===== src/rtl/uart_rx_fsm_if.sv =====
// rtl/uart_rx_fsm_if.sv - signal bundle between UART RX sequencer, bit counter and consumer
interface uart_rx_fsm_if #(
    parameter int DATA_WIDTH = 8
);
    logic                  RX_IN;
    logic [4:0]            Prescale;
    logic                  PAR_EN;
    logic                  PAR_TYP;
    logic [3:0]            bit_count;
    logic [4:0]            edge_count;
    logic                  Last_edge;
    logic                  count_EN;
    logic [DATA_WIDTH-1:0] P_DATA;
    logic                  Data_valid;
    logic                  Par_err;
    logic                  Stp_err;

    // Sequencer side
    modport slave (
        input  RX_IN, Prescale, PAR_EN, PAR_TYP, bit_count, edge_count, Last_edge,
        output count_EN, P_DATA, Data_valid, Par_err, Stp_err
    );

    // Environment side: serial line, configuration, counter and consumer
    modport master (
        output RX_IN, Prescale, PAR_EN, PAR_TYP, bit_count, edge_count, Last_edge,
        input  count_EN, P_DATA, Data_valid, Par_err, Stp_err
    );
endinterface


===== src/rtl/uart_rx_fsm.sv =====
// rtl/uart_rx_fsm.sv - UART receive sequencer with mid-bit majority sampling
module uart_rx_fsm #(
    parameter int DATA_WIDTH = 8
) (
    input  logic          CLK,
    input  logic          Reset,
    uart_rx_fsm_if.slave  bus
);
    typedef enum logic [2:0] {
        IDLE   = 3'd0,
        START  = 3'd1,
        DATA   = 3'd2,
        PARITY = 3'd3,
        STOP   = 3'd4
    } state_t;

    localparam logic [3:0] LAST_BIT = 4'(DATA_WIDTH);

    state_t                state_q, state_d;
    logic [DATA_WIDTH-1:0] shreg_q, shreg_d;
    logic                  par_bad_q, par_bad_d;
    logic                  par_en_q, par_en_d;
    logic                  par_typ_q, par_typ_d;
    logic [DATA_WIDTH-1:0] p_data_q, p_data_d;
    logic                  valid_q, valid_d;
    logic                  par_err_q, par_err_d;
    logic                  stp_err_q, stp_err_d;
    logic [2:0]            samp_q;
    logic [4:0]            mid;
    logic                  bit_val;

    // The three sample points straddle the middle of each bit period
    assign mid     = bus.Prescale >> 1;
    assign bit_val = (samp_q[0] & samp_q[1]) | (samp_q[0] & samp_q[2]) | (samp_q[1] & samp_q[2]);

    // Capture the line at edges mid-1, mid and mid+1 of the current bit
    always_ff @(posedge CLK or posedge Reset) begin
        if (Reset) begin
            samp_q <= 3'b000;
        end else begin
            if (bus.edge_count == mid - 5'd1) samp_q[0] <= bus.RX_IN;
            if (bus.edge_count == mid)        samp_q[1] <= bus.RX_IN;
            if (bus.edge_count == mid + 5'd1) samp_q[2] <= bus.RX_IN;
        end
    end

    // State, datapath and registered output strobes
    always_ff @(posedge CLK or posedge Reset) begin
        if (Reset) begin
            state_q   <= IDLE;
            shreg_q   <= '0;
            par_bad_q <= 1'b0;
            par_en_q  <= 1'b0;
            par_typ_q <= 1'b0;
            p_data_q  <= '0;
            valid_q   <= 1'b0;
            par_err_q <= 1'b0;
            stp_err_q <= 1'b0;
        end else begin
            state_q   <= state_d;
            shreg_q   <= shreg_d;
            par_bad_q <= par_bad_d;
            par_en_q  <= par_en_d;
            par_typ_q <= par_typ_d;
            p_data_q  <= p_data_d;
            valid_q   <= valid_d;
            par_err_q <= par_err_d;
            stp_err_q <= stp_err_d;
        end
    end

    // Frame sequencing: every transition outside IDLE happens on the last edge of a bit
    always_comb begin
        state_d   = state_q;
        shreg_d   = shreg_q;
        par_bad_d = par_bad_q;
        par_en_d  = par_en_q;
        par_typ_d = par_typ_q;
        p_data_d  = p_data_q;
        valid_d   = 1'b0;
        par_err_d = 1'b0;
        stp_err_d = 1'b0;
        case (state_q)
            IDLE: begin
                if (!bus.RX_IN) begin
                    state_d   = START;
                    par_en_d  = bus.PAR_EN;
                    par_typ_d = bus.PAR_TYP;
                    par_bad_d = 1'b0;
                end
            end
            START: begin
                if (bus.Last_edge) begin
                    // A start bit that does not hold low through mid-bit is a glitch
                    state_d = bit_val ? IDLE : DATA;
                end
            end
            DATA: begin
                if (bus.Last_edge) begin
                    // LSB arrives first, so insert at the top and shift toward bit 0
                    shreg_d = (shreg_q >> 1) | (DATA_WIDTH'(bit_val) << (DATA_WIDTH - 1));
                    if (bus.bit_count == LAST_BIT) begin
                        state_d = par_en_q ? PARITY : STOP;
                    end
                end
            end
            PARITY: begin
                if (bus.Last_edge) begin
                    par_bad_d = bit_val ^ (^shreg_q) ^ par_typ_q;
                    state_d   = STOP;
                end
            end
            STOP: begin
                if (bus.Last_edge) begin
                    state_d   = IDLE;
                    stp_err_d = ~bit_val;
                    par_err_d = par_bad_q & par_en_q;
                    if (bit_val && !(par_bad_q && par_en_q)) begin
                        valid_d  = 1'b1;
                        p_data_d = shreg_q;
                    end
                end
            end
            default: state_d = IDLE;
        endcase
    end

    // Counter runs whenever a frame is in progress; dropping it in IDLE re-arms the counter
    assign bus.count_EN   = (state_q != IDLE);
    assign bus.P_DATA     = p_data_q;
    assign bus.Data_valid = valid_q;
    assign bus.Par_err    = par_err_q;
    assign bus.Stp_err    = stp_err_q;
endmodule

===== src/flat_wrapper.sv =====
// flat-port wrapper written by rule: the top's interface ports become plain ports
module uart_rx_fsm_flat 
#(
    parameter int DATA_WIDTH = 8
)
  (CLK, Reset, bus_RX_IN, bus_Prescale, bus_PAR_EN, bus_PAR_TYP, bus_bit_count, bus_edge_count, bus_Last_edge, bus_count_EN, bus_P_DATA, bus_Data_valid, bus_Par_err, bus_Stp_err);
  uart_rx_fsm_if #(.DATA_WIDTH(DATA_WIDTH)) bus_i ();
  input  logic CLK;
  input  logic Reset;
  input wire logic [$bits(bus_i.RX_IN)-1:0] bus_RX_IN;
  input wire logic [$bits(bus_i.Prescale)-1:0] bus_Prescale;
  input wire logic [$bits(bus_i.PAR_EN)-1:0] bus_PAR_EN;
  input wire logic [$bits(bus_i.PAR_TYP)-1:0] bus_PAR_TYP;
  input wire logic [$bits(bus_i.bit_count)-1:0] bus_bit_count;
  input wire logic [$bits(bus_i.edge_count)-1:0] bus_edge_count;
  input wire logic [$bits(bus_i.Last_edge)-1:0] bus_Last_edge;
  output wire logic [$bits(bus_i.count_EN)-1:0] bus_count_EN;
  output wire logic [$bits(bus_i.P_DATA)-1:0] bus_P_DATA;
  output wire logic [$bits(bus_i.Data_valid)-1:0] bus_Data_valid;
  output wire logic [$bits(bus_i.Par_err)-1:0] bus_Par_err;
  output wire logic [$bits(bus_i.Stp_err)-1:0] bus_Stp_err;
  assign bus_i.RX_IN = bus_RX_IN;
  assign bus_i.Prescale = bus_Prescale;
  assign bus_i.PAR_EN = bus_PAR_EN;
  assign bus_i.PAR_TYP = bus_PAR_TYP;
  assign bus_i.bit_count = bus_bit_count;
  assign bus_i.edge_count = bus_edge_count;
  assign bus_i.Last_edge = bus_Last_edge;
  assign bus_count_EN = bus_i.count_EN;
  assign bus_P_DATA = bus_i.P_DATA;
  assign bus_Data_valid = bus_i.Data_valid;
  assign bus_Par_err = bus_i.Par_err;
  assign bus_Stp_err = bus_i.Stp_err;
  uart_rx_fsm #(.DATA_WIDTH(DATA_WIDTH)) u_core (.CLK(CLK), .Reset(Reset), .bus(bus_i));
endmodule

===== config.mk =====
export PLATFORM = sky130hd
export DESIGN_NAME = uart_rx_fsm_flat
export DESIGN_NICKNAME = d
export VERILOG_FILES = /design/src/rtl/uart_rx_fsm_if.sv /design/src/rtl/uart_rx_fsm.sv /design/src/flat_wrapper.sv
export SDC_FILE = /design/constraint.sdc
export NUM_CORES = 1
export LEC_CHECK = 0
export CAP_MARGIN = 10
export CORE_UTILIZATION = 53
export CTS_CLUSTER_DIAMETER = 30
export CTS_CLUSTER_SIZE = 20
export DETAILED_ROUTE_END_ITERATION = 12
export PLACE_DENSITY = 0.83
export SLEW_MARGIN = 30
export SYNTH_ARGS = -nofsm -noshare
export SYNTH_HDL_FRONTEND = slang
export SYNTH_SLANG_ARGS = --single-unit

===== constraint.sdc =====
create_clock -name CLK -period 3.8 [get_ports CLK]
set_clock_uncertainty 0.05 [all_clocks]
set_input_delay 0.76 -clock CLK [delete_from_list [all_inputs] [get_ports CLK]]
set_output_delay 0.76 -clock CLK [all_outputs]
set_load 0.03 [all_outputs]

==> metrics <==
global-route wire length before repair 4.202 mm; diode count 0; post-layout util 71.28%; Final min period 2492 ps; part of the cycle the worst path needs 65.58%; initial antenna violation count 0; initial drt markers 13; Die X-Extent 54.24 um; CP startpoint u_core.state_q[2]$_DFFE_PP0P_; Worst Setup Start Kind register; hpwl dp 1.908 mm; filler cell count 180; Worst IR Drop VDD 0.0005064 V; Worst-path clk slew 130 ps; CP Capture Type output pin; gr ovfl total 0; # resized after CTS 0; synth unique cells 31; r2r endpoint u_core.shreg_q[4]$_DFFE_PP0P_; CTS Hold Bufs 0; root buffer cell clkbuf_4; largest area contributor in the netlist dfrtp_1; Worst EP required 2990 ps; Placer Congestion 0.8329; # rows 18; number of max-cap violations 0; Vias 999; CP Class register to output pin; actual transition at the worst max-transition pin 561.2 ps; Num Clock Sinks 28; HP Class register to register; Leak Pwr 0.0008030 uW; vias in the first global route 903; Wirelength per Cell 13.68 um; hold_sp u_core.samp_q[2]$_DFFE_PP0N_; drt first pass iters 4; endpoints failing hold 0; Mapped Area 0.001446 mm2; outcome finished clean; Final Slew Violations 0; CTS tree yes; R2R depth 3; r2r setup slk 2130 ps; die area 0.002942 mm2; most common cell after layout, fill and taps aside clkdlybuf4s50_1; post-synth net total 146; Post-Syn Area per Cell 11.66 um2; # nets final 179; Cells after Synth 124; Starting Density 57.34%; most frequent cells in the layout clkdlybuf4s50_1 (30), dfrtp_1 (28), mux2_2 (20), xnor2_1 (12), nand2_1 (7); Setup TNS 0 ps; DR vias/cell 5.400; crit path capture bus_count_EN; area of the core 0.002522 mm2; Post-CTS Setup Bufs 0; Post-Route WL 2.531 mm; worst path arrival time 1680 ps; number of port buffers 30; post-synth top area share 48.44%; IO Pins 32; placed cell count 182; reg2reg start u_core.state_q[2]$_DFFE_PP0P_; CP Max Fanout 7; final std cells w/o fill 185; Rel. slew slack 62.53%; Seq/Total Area, Yosys 48.44%; Die Ht 54.24 um; worst skew pair latency 310 ps; Final setup viols 0; RSZ-0062 raised after global routing false; register bit total from synthesis 28; # DRC 0; largest net degree at the start of global routing 29; max frequency 401.3 MHz; Total Power 1068 uW; top cells by area, synth dfrtp_1 (48%), mux2_2 (16%), xnor2_1 (7.3%), xor2_1 (3.6%), nand2b_1 (2.6%); CTS HTree Levels 1; synth-to-layout area growth 24.31%; worst hold margin 456.3 ps; remaining antenna violation count 0; PwrDens 594.1 mW/mm2; GRT Overall Usage 20.33%; CTS Buffer Depth 2; share of layout cells above drive strength 1 17.42%; Ys Warns 0; total clock buffers created by CTS 3
==> critical path, cell delays in order, from the launching register on <==
cell and delay (ps):
dfrtp_1 470, nor2_1 210, nand2_1 90, clkdlybuf4s50_1 590
==> routing by layer <==
metal	vias up	track usage, %	wire, um
met5	-	0	0
met4	0	3.846	15
met3	2	5.833	85
met2	16	32.32	1232
met1	483	27.71	1197
li1	498	-	-
==> report_power, final <==
part / internal [uW] / leakage, uW / switching (uW)
logic: 260 / 0.000416 / 225
clock network: 37.1 / 0.0000138 / 75.3
registers: 384 / 0.000374 / 86.6
total: 681 / 0.000803 / 387
==> Yosys cell counts (all sizes together) <==
cell    number
a211oi       1
a21oi        2
a311oi       1
and3         2
buf          1
clkbuf       1
dfrtp       28
ha           2
inv          5
maj3         1
mux2        21
mux2i        1
nand2        7
nand2b       6
nand3        3
nand3b       3
nand4b       1
nor2         5
nor3         3
nor4         1
nor4b        2
o21ai        6
o22ai        1
o31ai        1
or3          1
xnor2       12
xor2         6
==> state kept, by name, indices dropped and copies added, names as in the netlist <==
register / cells
u_core.par_bad_q: 1
u_core.bus.Par_err: 1
u_core.bus.Data_valid: 1
u_core.samp_q: 3
u_core.state_q: 3
u_core.bus.P_DATA: 8
u_core.par_typ_q: 1
u_core.shreg_q: 8
u_core.bus.Stp_err: 1
u_core.par_en_q: 1
==> cell families after synthesis <==
family	synth area share (%)
muxes	17.04
buffers and inverters	1.903
DFF	48.44
xor gates and xnor gates	10.90
AOI/OAI and AO/OA	5.190
adders and majority gates	2.422
and+or+nand+nor	14.10
==> final cells by class <==
cell class,instances,area [um2],area share (%)
clock buffer,3,22.52,1.253
timing repair buffer,30,300.3,16.70
tap,30,37.54,2.088
inverter,5,18.77,1.044
sequential,28,700.7,38.97
multi-input combinational,89,718.2,39.94
==> worst min-delay path by stage <==
stage                     cells past startpoint                                to
final                                         1      u_core.samp_q[2]$_DFFE_PP0N_
after floorplan                               1      u_core.samp_q[2]$_DFFE_PP0N_
after detailed placement                      1      u_core.samp_q[2]$_DFFE_PP0N_
after CTS                                     1      u_core.samp_q[2]$_DFFE_PP0N_
after global placement                        1      u_core.samp_q[2]$_DFFE_PP0N_
after global routing                          1  u_core.bus.P_DATA[0]$_DFFE_PP0P_
==> through the flow <==
stage	worst slack, ps	cell area, um2
after floorplan	1788	1446
after global placement	1097	1775
after detailed placement	1041	1775
after CTS	1303	1798
after global routing	1219	1798
final	1308	1798
No activity file was read; power rests on OpenSTA's default activity.
